File: src/rtl/cp0_int_seq.sv
// -----------------------------------------------------------------------------
// cp0_int_seq
//
// Interrupt-entry and ERET sequencer for the pipelined MIPS core.
//
// It watches the masked CP0 interrupt request and ERET instructions decoded in
// ID. For an interrupt, it waits for EX/MEM to drain and then enters the
// handler. For an ERET, it returns to EPC. On either path it drives the CP0
// EXL set/clear pair, the pipeline flush/stall lines and the PC redirect.
//
// Optional feature (macro CP0_INT_CNT_EN):
//   When this macro is defined, the int_cnt output and its counter are built.
//   The counter counts taken interrupts and wraps modulo 2^CNT_W.
//
// Ports:
//   clk          in   rising-edge clock
//   rst          in   asynchronous, active-low reset
//   int_req      in   CP0 IntReq, already masked by IM/IE/!EXL
//   id_valid     in   ID holds a real (non-bubble) instruction
//   id_eret      in   ID instruction decodes as ERET
//   ex_busy      in   EX holds an unfinished multi-cycle op
//   mem_busy     in   MEM waiting on memory
//   epc          in   CP0 EPC, PC[31:2]
//   cp0_ctrl     out  {ExlSet, ExlClr} to CP0, one-cycle pulses
//   stall_if     out  freeze PC and IF/ID (DRAIN only)
//   flush_if     out  squash IF/ID register
//   flush_id     out  squash ID/EX register
//   pc_redirect  out  PC mux selects redirect_pc
//   redirect_pc  out  redirect target, PC[31:2]; 0 when no redirect
//   in_handler   out  sequencer's EXL mirror
//   int_cnt      out  taken-interrupt count (CP0_INT_CNT_EN only)
//   state_dbg    out  current FSM state (IDLE=0, DRAIN=1, ENTER=2, ERET=3)
//
// Qualifier semantics: id_valid qualifies both int_req and id_eret for the
// purpose of leaving IDLE. There is no back-pressure. A qualified event is
// acted on in the cycle it is seen; otherwise it is simply not consumed.
// In DRAIN, only int_req matters: it is no longer gated by id_valid, because
// the instruction that EPC will capture is already frozen by stall_if.
// -----------------------------------------------------------------------------
module cp0_int_seq #(
  parameter logic [29:0] HANDLER_VEC = 30'h0000_1060,
  parameter int unsigned CNT_W       = 16
) (
  input  logic              clk,
  input  logic              rst,
  input  logic              int_req,
  input  logic              id_valid,
  input  logic              id_eret,
  input  logic              ex_busy,
  input  logic              mem_busy,
  input  logic [29:0]       epc,
  output logic [1:0]        cp0_ctrl,
  output logic              stall_if,
  output logic              flush_if,
  output logic              flush_id,
  output logic              pc_redirect,
  output logic [29:0]       redirect_pc,
  output logic              in_handler,
`ifdef CP0_INT_CNT_EN
  output logic [CNT_W-1:0]  int_cnt,
`endif
  output logic [1:0]        state_dbg
);

  typedef enum logic [1:0] {
    S_IDLE  = 2'd0,
    S_DRAIN = 2'd1,
    S_ENTER = 2'd2,
    S_ERET  = 2'd3
  } state_t;

  state_t state_q;
  state_t state_d;
  logic   exl_q;

  // ---------------------------------------------------------------------------
  // State register
  // ---------------------------------------------------------------------------
  always_ff @(posedge clk or negedge rst) begin
    if (!rst) begin
      state_q <= S_IDLE;
    end else begin
      state_q <= state_d;
    end
  end

  // ---------------------------------------------------------------------------
  // Next-state logic
  // ---------------------------------------------------------------------------
  always_comb begin
    state_d = state_q;
    case (state_q)
      S_IDLE: begin
        // An ERET inside the handler wins over a new interrupt. An ERET seen
        // outside the handler is treated as a NOP. An interrupt is taken only
        // when ID holds a real instruction, so that EPC has something
        // meaningful to capture.
        if (id_valid && id_eret && exl_q) begin
          state_d = S_ERET;
        end else if (int_req && id_valid && !exl_q) begin
          state_d = S_DRAIN;
        end
      end
      S_DRAIN: begin
        // A request that vanishes while draining is spurious: we return to
        // IDLE without touching CP0. The drain has no cycle limit.
        if (!int_req) begin
          state_d = S_IDLE;
        end else if (!ex_busy && !mem_busy) begin
          state_d = S_ENTER;
        end
      end
      S_ENTER: state_d = S_IDLE;
      S_ERET:  state_d = S_IDLE;
      default: state_d = S_IDLE;
    endcase
  end

  // ---------------------------------------------------------------------------
  // Output decode (Moore, from registered state)
  // ---------------------------------------------------------------------------
  always_comb begin
    cp0_ctrl    = 2'b00;
    stall_if    = 1'b0;
    flush_if    = 1'b0;
    flush_id    = 1'b0;
    pc_redirect = 1'b0;
    redirect_pc = 30'd0;
    case (state_q)
      S_DRAIN: begin
        stall_if = 1'b1;
      end
      S_ENTER: begin
        // The flush dominates, so stall_if is deliberately released here.
        cp0_ctrl    = 2'b10;
        flush_if    = 1'b1;
        flush_id    = 1'b1;
        pc_redirect = 1'b1;
        redirect_pc = HANDLER_VEC;
      end
      S_ERET: begin
        // ERET itself sits in ID. It is squashed by the IF/ID flush alone;
        // ID/EX already holds the older instruction, which must complete.
        cp0_ctrl    = 2'b01;
        flush_if    = 1'b1;
        pc_redirect = 1'b1;
        redirect_pc = epc;
      end
      default: ;
    endcase
  end

  // ---------------------------------------------------------------------------
  // EXL mirror: set on handler entry, cleared on ERET. This mirror (not
  // int_req) is what blocks nested entry.
  // ---------------------------------------------------------------------------
  always_ff @(posedge clk or negedge rst) begin
    if (!rst) begin
      exl_q <= 1'b0;
    end else if (state_q == S_ENTER) begin
      exl_q <= 1'b1;
    end else if (state_q == S_ERET) begin
      exl_q <= 1'b0;
    end
  end

  assign in_handler = exl_q;
  assign state_dbg  = state_q;

`ifdef CP0_INT_CNT_EN
  // ---------------------------------------------------------------------------
  // Taken-interrupt counter: exactly one increment per ENTER cycle. It wraps
  // naturally at 2^CNT_W.
  // ---------------------------------------------------------------------------
  logic [CNT_W-1:0] cnt_q;

  always_ff @(posedge clk or negedge rst) begin
    if (!rst) begin
      cnt_q <= '0;
    end else if (state_q == S_ENTER) begin
      cnt_q <= cnt_q + CNT_W'(1);
    end
  end

  assign int_cnt = cnt_q;
`endif

  // ---------------------------------------------------------------------------
  // Invariants
  // ---------------------------------------------------------------------------
  // ExlSet and ExlClr are mutually exclusive.
  a_ctrl_onehot: assert property (@(posedge clk) disable iff (!rst)
    cp0_ctrl != 2'b11);

  // No redirect means a zero redirect target.
  a_redirect_zero: assert property (@(posedge clk) disable iff (!rst)
    !pc_redirect |-> (redirect_pc == 30'd0));

  // Stalling and flushing never overlap.
  a_stall_flush: assert property (@(posedge clk) disable iff (!rst)
    stall_if |-> !(flush_if || flush_id));

  // A zero-width counter would be meaningless.
  a_cnt_w: assert property (@(posedge clk) CNT_W >= 1);

endmodule

File: config.mk
export PLATFORM = sky130hd
export DESIGN_NAME = cp0_int_seq
export DESIGN_NICKNAME = d
export VERILOG_FILES = /design/src/rtl/cp0_int_seq.sv
export SDC_FILE = /design/constraint.sdc
export NUM_CORES = 1
export LEC_CHECK = 0
export ABC_AREA = 1
export BUFFER_PORTS_ARGS = -buffer_cell sky130_fd_sc_hd__buf_2
export CORE_UTILIZATION = 26
export DETAILED_ROUTE_END_ITERATION = 10
export PLACE_DENSITY = 0.74
export SLEW_MARGIN = 25
export SYNTH_ARGS = -nofsm -noshare
export SYNTH_HDL_FRONTEND = slang
export SYNTH_SLANG_ARGS = --single-unit
File: constraint.sdc
create_clock -name clk -period 0.85 [get_ports clk]
set_input_delay 0.1275 -clock clk [delete_from_list [all_inputs] [get_ports clk]]
set_output_delay 0.1275 -clock clk [all_outputs]
set_load 0.1 [all_outputs]
==> results of run 1 <==
[per-stage QoR]
stage,hold WS [ps],cell area (um^2),setup TNS (ps)
2_1_floorplan,-168,736,-30800
3_3_place_gp,-74.5,1830,-10430
[cells by family after synthesis]
logic type / after synthesis
and+or+nand+nor: 47
buffers and inverters: 40
AOI/OAI and AO/OA: 4
DFF: 3
==> implementation parameters, run 1 <==
Parameter                              Value

Logic synthesis
  Top post-synthesis cells by count ... 33 x sky130_fd_sc_hd__inv_1, 20 x sky130_fd_sc_hd__nor2_2, 17 x sky130_fd_sc_hd__nor2_1, 5 x sky130_fd_sc_hd__nand3_1
  Mapped Area ... 523 um^2
  Top-area cell type share of the netlist area ... 23.9%
  Async S/R FF share, synth ... 100%
  Register area share after synthesis ... 14.4%
  Share of synthesized cell area in full adder, half adder and majority cells ... 0%
  Dominant synthesized flop cell ... sky130_fd_sc_hd__dfrtp_1
  Number of instances in the synthesized netlist ... 94
  Total of warnings raised by yosys ... 0
  Mean area per synthesized cell ... 5.56 um^2
  Post-synth EDFFs ... 0
  Dominant combinational cell family by area after synthesis ... simple AND/OR/NAND/NOR gates
  Parity-gate share of the synthesized area counting xor and xnor cells ... 0%
  Largest cells by area after synthesis ... sky130_fd_sc_hd__nor2_2 24%, sky130_fd_sc_hd__inv_1 24%, sky130_fd_sc_hd__dfrtp_1 14%
  Post-Syn Nets ... 131
  FF+latch count, synth ... 3
  Leading cell type by number of instances after synthesis ... sky130_fd_sc_hd__inv_1
  Simple-gate portion of the synthesized area ... 47.4%
  Yosys top cell by area ... sky130_fd_sc_hd__nor2_2
  Compound-cell area share of the yosys netlist ... 5.26%
  Count of unique library cells instantiated by Yosys ... 14
  Share of cell area taken by muxes after synthesis ... 0%

Run status
  Exit stage ... 3_5_place_dp
  Outcome ... aborted with a tool error
  Error message ... [ERROR DPL-0038] Utilization greater than 100%, impossible to legalize

Die
  Top-level I/O count ... 76
  Die W ... 46.9 um
  Std cell rows ... 15
  Die height ... 46.9 um
  Initial core utilization ... 29.0%

Placed design
  Quantity of I/O buffers inserted on ports ... 75
  Final weighted congestion in routability-driven placement ... 0.905
==> run 2: changes to the inputs <==
--- a/config.mk
+++ b/config.mk
@@ -7,9 +7,10 @@
 export LEC_CHECK = 0
 export ABC_AREA = 1
 export BUFFER_PORTS_ARGS = -buffer_cell sky130_fd_sc_hd__buf_2
-export CORE_UTILIZATION = 26
+export CORE_AREA = 2 2 63 65
 export DETAILED_ROUTE_END_ITERATION = 10
-export PLACE_DENSITY = 0.74
+export DIE_AREA = 0 0 65 67
+export PLACE_DENSITY_LB_ADDON = 0.15
 export SLEW_MARGIN = 25
 export SYNTH_ARGS = -nofsm -noshare
 export SYNTH_HDL_FRONTEND = slang
==> constraint.sdc (replaced) <==
create_clock -name clk -period 1.1 [get_ports clk]
set_input_delay 0.165 -clock clk [delete_from_list [all_inputs] [get_ports clk]]
set_output_delay 0.165 -clock clk [all_outputs]
set_load 0.1 [all_outputs]
==> implementation parameters, run 2 <==
Parameter                              Value

Run status
  Outcome ... complete, but fails checks
  Failing checks ... negative setup slack

STA
  Period utilisation layout ... 127%
  Post-layout min period ... 1400 ps
  Endpoints failing hold ... 0
  Measured slew at the worst slew-check pin ... 146 ps
  Relative max-transition margin ... 90.2%
  F_max ... 0.713 GHz
  Final Skew ... 4.14 ps
  Worst hold margin ... 272 ps
  Final-layout setup total negative slack ... -10,510 ps
  Setup repair after global routing missed its margin ... yes
  Final Slew Violations ... 0
  Number of setup violations in the final report ... 39
  Min setup slack post-route ... -302 ps

Die
  Die W ... 65 um
  Std cell rows ... 22
  Full die area ... 0.00436 mm^2
  Initial core utilization ... 14.5%
  Top-level I/O count ... 76
  Die height ... 67 um
  Core region area ... 0.00361 mm^2

Placed design
  Final weighted congestion in routability-driven placement ... 0.787
  DP HPWL ... 1.94 mm
  Worst slack after detailed placement ... -90.1 ps
  Quantity of I/O buffers inserted on ports ... 75

Cells and area
  Nets@finish ... 222
  Top library cells by usage in the layout, fill and taps aside ... 43 x sky130_fd_sc_hd__buf_12, 36 x sky130_fd_sc_hd__buf_2, 32 x sky130_fd_sc_hd__inv_1, 31 x sky130_fd_sc_hd__nor2_4, 7 x sky130_fd_sc_hd__buf_4
  Proportion of layout cells with a drive suffix above 1 ... 74.5%
  Synth-to-layout area growth ... 278%
  Number of flip-flops in the largest register ... 2
  Most frequent standard cell in the layout excluding fill and tap cells ... sky130_fd_sc_hd__buf_12
  Diode count ... 0
  Final design utilization ... 54.8%

Job
  Count of max-cap constraint violations ... 0

Worst setup path
  Critical register-to-register path endpoint ... state_dbg[1]
  Arr. time, crit path ... 1240 ps
  Critical path's slowest cell ... sky130_fd_sc_hd__dfrtp_4
  Worst flop-to-flop path startpoint ... state_dbg[1]
  Critical path fanouts, max ... 7
  Endpoint class of the critical path ... output port
  Launching element type of the critical path ... flip-flop
  Required time reported for the critical path endpoint ... 940 ps
  Startpoint-to-endpoint class of the critical path ... flip-flop to output port
  Source of the critical timing path ... state_dbg[0]
  Depth of the worst register-to-register path ... 6
  Largest delay contributor family on the critical path ... flip-flops
  Critical Path, Cell by Cell ... nand2_8, buf_4, nor2_4, buf_12
  Worst Path Buf+Inv ... 2
  Worst reg-to-reg setup slack ... -80 ps
  Maximum cell stage delay along the critical path ... 460 ps

Logic synthesis
  Yosys top cell by area ... sky130_fd_sc_hd__nor2_2
  Count of unique library cells instantiated by Yosys ... 14
  Largest cells by area after synthesis ... sky130_fd_sc_hd__nor2_2 24%, sky130_fd_sc_hd__inv_1 24%, sky130_fd_sc_hd__dfrtp_1 14%
  FF+latch count, synth ... 3
  Post-synth EDFFs ... 0
  Register area share after synthesis ... 14.4%
  Top post-synthesis cells by count ... 33 x sky130_fd_sc_hd__inv_1, 20 x sky130_fd_sc_hd__nor2_2, 17 x sky130_fd_sc_hd__nor2_1, 5 x sky130_fd_sc_hd__nand3_1
  Dominant synthesized flop cell ... sky130_fd_sc_hd__dfrtp_1
  Mapped Area ... 523 um^2
  Async S/R FF share, synth ... 100%
  Number of instances in the synthesized netlist ... 94
  Leading cell type by number of instances after synthesis ... sky130_fd_sc_hd__inv_1
  Total of warnings raised by yosys ... 0
  Top-area cell type share of the netlist area ... 23.9%
  Mean area per synthesized cell ... 5.56 um^2
  Post-Syn Nets ... 131

Clocking
  CTS Buffer Depth ... 2
  Root Buffer ... sky130_fd_sc_hd__clkbuf_8
  Clk_lat worst skew ... 220 ps
  Number of clock sinks ... 3
  Number of H-tree levels ... 1
  Clock tree from TritonCTS ... built
  Cts bufs inserted ... 3
  Clock-pin slew reported for the worst setup and hold paths after clock tree synthesis ... 30 ps

Power
  Pwr dens ... 2440 mW/mm^2
  Overall power ... 4.82 mW
  Max rail drop VDD ... 1.66 mV
  LEAKAGE ... 0.930 nW

Global routing
  Number of global-route vias before repair ... 816
  Overflow left after global routing ... 0
  Global-route wire length before repair ... 3.68 mm
  Pin count of the biggest net entering global routing ... 10
  Total GRT Usage ... 10.5%
  Initial antenna violation count ... 0

Detailed routing
  Final routed DRC violation total ... 0
  Number of vias after detailed routing ... 839
  Number of antenna-violating nets in the routed design ... 0
  Routed wire length ... 2.28 mm
  Detail-routed via count per cell ... 3.62
  Number of iterations in the first detailed-routing pass ... 3
  Violation count after the first detailed-route iteration ... 20
  Routed length per placed instance ... 9.81 um

Worst hold path
  Worst hold-check path type ... input pin to asynchronous set/reset pin
[run 2: layer usage]
metal  wire (um)  track usage [%]  share of wire (%)  up-vias
met5           0                0                  0        -
met4           0            0.798                  0        0
met3         264             4.22                 12        0
met2        1250             20.5                 55       48
met1         764             11.0                 34      356
li1            -                -                  -      435
[run 2: worst max-delay path by stage]
stage | endpoint | slack (ps) | depth (start not counted)
3_3_place_gp | state_dbg[0] | -80 | 6
2_1_floorplan | redirect_pc[0] | -680 | 4
4_1_cts | redirect_pc[17] | -310 | 4
3_5_place_dp | redirect_pc[17] | -90 | 4
6_report | redirect_pc[17] | -300 | 4
5_1_grt | redirect_pc[20] | -340 | 4
[run 2: cell type report]
cell class	count	area (um^2)
inverter	35	143
clock buffer	4	45.0
tap	48	60.1
multi-input combinational	51	490
sequential	3	83.8
fill	315	1630
timing repair buffer	91	1150
[run 2: power by group]
part / leakage [nW] / switching [mW] / internal [mW] / total (mW)
combinational: 0.875 / 2.66 / 1.55 / 4.21
sequential: 0.0328 / 0.0928 / 0.183 / 0.276
clock: 0.0228 / 0.0785 / 0.248 / 0.326
[run 2: cell families (layout without fill, tap and decap cells)]
logic type / count (synthesis) / after routing / synth area share [%]
compound gates: 4 / 4 / 5.26
buf+inv: 40 / 130 / 33.0
flops: 3 / 3 / 14.4
simple gates: 47 / 47 / 47.4
[run 2: timing repair]
action	4_1_cts	5_1_grt
hold buffers	1	0
pin swaps	3	2
endpoints found under the hold margin	3	0
buffers inserted	3	1
gates resized for setup	10	7
setup endpoints to repair	40	41
[run 2: metrics by stage]
stage	instance area, um^2	cells
after floorplan	736	94
after global placement	1820	223
final	1970	232
after CTS	1940	231
after detailed placement	1820	223
after global routing	1970	232
(Power assumes the default switching activity.)
==> run 3: changes to the inputs <==
--- a/config.mk
+++ b/config.mk
@@ -11,6 +11,7 @@
 export DETAILED_ROUTE_END_ITERATION = 10
 export DIE_AREA = 0 0 65 67
 export PLACE_DENSITY_LB_ADDON = 0.15
+export REMOVE_ABC_BUFFERS = 1
 export SLEW_MARGIN = 25
 export SYNTH_ARGS = -nofsm -noshare
 export SYNTH_HDL_FRONTEND = slang
==> implementation parameters, run 3 (same netlist as run 2, synthesis figures left out) <==
Parameter                              Value

Run status
  Outcome ... complete, but fails checks
  Failing checks ... negative setup slack

Worst hold path
  Worst hold-check path type ... input pin to asynchronous set/reset pin

Global routing
  Total GRT Usage ... 11.6%
  Pin count of the biggest net entering global routing ... 20
  Initial antenna violation count ... 0
  Global-route wire length before repair ... 3.86 mm
  Overflow left after global routing ... 0
  Number of global-route vias before repair ... 936

Clocking
  Number of clock sinks ... 3
  CTS Buffer Depth ... 2
  Root Buffer ... sky130_fd_sc_hd__clkbuf_8
  Cts bufs inserted ... 3
  Number of H-tree levels ... 1
  Clk_lat worst skew ... 220 ps
  Clock-pin slew reported for the worst setup and hold paths after clock tree synthesis ... 30 ps
  Clock tree from TritonCTS ... built

Worst setup path
  Worst Path Buf+Inv ... 3
  Largest delay contributor family on the critical path ... flip-flops
  Critical path fanouts, max ... 5
  Arr. time, crit path ... 1230 ps
  Endpoint class of the critical path ... output port
  Critical Path, Cell by Cell ... buf_6, inv_8, o21a_1, buf_12
  Maximum cell stage delay along the critical path ... 430 ps
  Critical path's slowest cell ... sky130_fd_sc_hd__dfrtp_2
  Launching element type of the critical path ... flip-flop
  Required time reported for the critical path endpoint ... 940 ps
  Startpoint-to-endpoint class of the critical path ... flip-flop to output port

Cells and area
  Diode count ... 0
  Top library cells by usage in the layout, fill and taps aside ... 39 x sky130_fd_sc_hd__buf_12, 36 x sky130_fd_sc_hd__buf_2, 32 x sky130_fd_sc_hd__inv_1, 32 x sky130_fd_sc_hd__nor2_4, 10 x sky130_fd_sc_hd__buf_6
  Number of fill cells in the layout ... 329
  Number of flip-flops in the largest register ... 2
  Synth-to-layout area growth ... 274%
  Most frequent standard cell in the layout excluding fill and tap cells ... sky130_fd_sc_hd__buf_12
  Register area ... 76.3 um^2
  Proportion of layout cells with a drive suffix above 1 ... 72.7%
  Final design utilization ... 54.3%
  Nets@finish ... 221
  Area of the multi-input gates ... 479 um^2

Power
  Comb power frac ... 88.5%
  Overall power ... 4.80 mW
  Sequential share of power ... 4.8%
  Internal power ... 1.95 mW
  Clk network pwr share ... 6.7%
  LEAKAGE ... 0.950 nW
  Switch share ... 59.4%
  Power spent charging and discharging nets ... 2.85 mW
  Pwr dens ... 2450 mW/mm^2
  Max rail drop VDD ... 0.697 mV

Job
  Count of max-cap constraint violations ... 0

Detailed routing
  Violation count after the first detailed-route iteration ... 17
  Number of vias after detailed routing ... 866
  Routed length per placed instance ... 10.8 um
  Final routed DRC violation total ... 0
  Detail-routed via count per cell ... 3.75
  Number of antenna-violating nets in the routed design ... 0
  Number of iterations in the first detailed-routing pass ... 4
  Routed wire length ... 2.50 mm

STA
  Worst hold margin ... 276 ps
  Final Skew ... 1.44 ps
  Final-layout setup total negative slack ... -9720 ps
  F_max ... 0.716 GHz
  Min setup slack post-route ... -296 ps
  Final Slew Violations ... 0
  Number of setup violations in the final report ... 39
  Relative max-transition margin ... 87.6%
  Period utilisation layout ... 127%
  Measured slew at the worst slew-check pin ... 185 ps
  Post-layout min period ... 1400 ps
  Endpoints failing hold ... 0
  Setup repair after global routing missed its margin ... yes

Die
  Top-level I/O count ... 76
  Full die area ... 0.00436 mm^2
  Initial core utilization ... 14.5%
  Die height ... 67 um
  Core region area ... 0.00361 mm^2
  Die W ... 65 um
  Std cell rows ... 22

Placed design
  DP HPWL ... 1.95 mm
  Final weighted congestion in routability-driven placement ... 0.817
  Worst slack after detailed placement ... -126 ps
  Quantity of I/O buffers inserted on ports ... 75
## run 3: changes by cell type in the layout (fill, tap and decap cells not counted), moves of 2 or more
cell and change:
sky130_fd_sc_hd__buf_4 -5, sky130_fd_sc_hd__buf_12 -4, sky130_fd_sc_hd__dfrtp_1 +2, sky130_fd_sc_hd__nand2_4 +2, sky130_fd_sc_hd__dfrtp_4 -2, sky130_fd_sc_hd__buf_6 +7
## run 3: worst reg2reg max path, cell delays in order, from the launching register on
cell	delay, ps
sky130_fd_sc_hd__dfrtp_1	410
sky130_fd_sc_hd__buf_6	170
sky130_fd_sc_hd__inv_6	80
sky130_fd_sc_hd__buf_6	110
sky130_fd_sc_hd__nand2_4	50
sky130_fd_sc_hd__nor2_4	90
sky130_fd_sc_hd__nor2_1	50
sky130_fd_sc_hd__nor2_1	110
## run 3: final cells by class
| type | count | share of cell area (%) |
|---|---|---|
| Tap cell | 48 | 3.07 |
| Inverter | 35 | 7.48 |
| Multi-Input combinational cell | 51 | 24.5 |
| Sequential cell | 3 | 3.90 |
| Timing Repair Buffer | 90 | 58.8 |
| Clock buffer | 4 | 2.30 |
## run 3: power groups by stage
stage                     clock [mW]  sequential [mW]  combinational, mW
after detailed placement           0            0.221               3.71
final                          0.320            0.231               4.25
after CTS                      0.336            0.232               4.05
after global placement             0            0.218               3.69
after global routing           0.340            0.238               4.39
after floorplan                    0            0.693               1.37
## run 3: metrics by stage
step | instances | area, um^2
2_1_floorplan | 89 | 482
3_3_place_gp | 221 | 1580
3_5_place_dp | 221 | 1580
4_1_cts | 230 | 1840
5_1_grt | 231 | 1960
6_report | 231 | 1960
## run 3: path summary, 6_finish.rpt
path                         startpoint             end  slack (ps)  cells after the start
min reg2reg                  in_handler      in_handler         620                      2
max reg2reg                state_dbg[1]    state_dbg[1]         -60                      7
min in group clk                int_req    state_dbg[1]         300                      4
max in group asynchronous           rst    state_dbg[0]         710                      2
min                                 rst      in_handler         280                      2
max                        state_dbg[0]  redirect_pc[5]        -300                      4
## run 3: timing repair
item | 4_1_cts | 5_1_grt
gates resized for setup | 45 | 21
pin swaps | 4 | 6
setup endpoints to repair | 40 | 41
cloned | 0 | 1
endpoints found under the hold margin | 3 | 0
buffers inserted | 4 | 0
hold buffers | 1 | 0
## run 3: layer usage
metal  up-vias  routed length [um]  GRT usage (%)
met1       379                 685           8.85
met2        59                1450           24.1
li1        428                   -              -
met3         0                 365           5.41
met5         -                   0              0
met4         0                   0           4.79
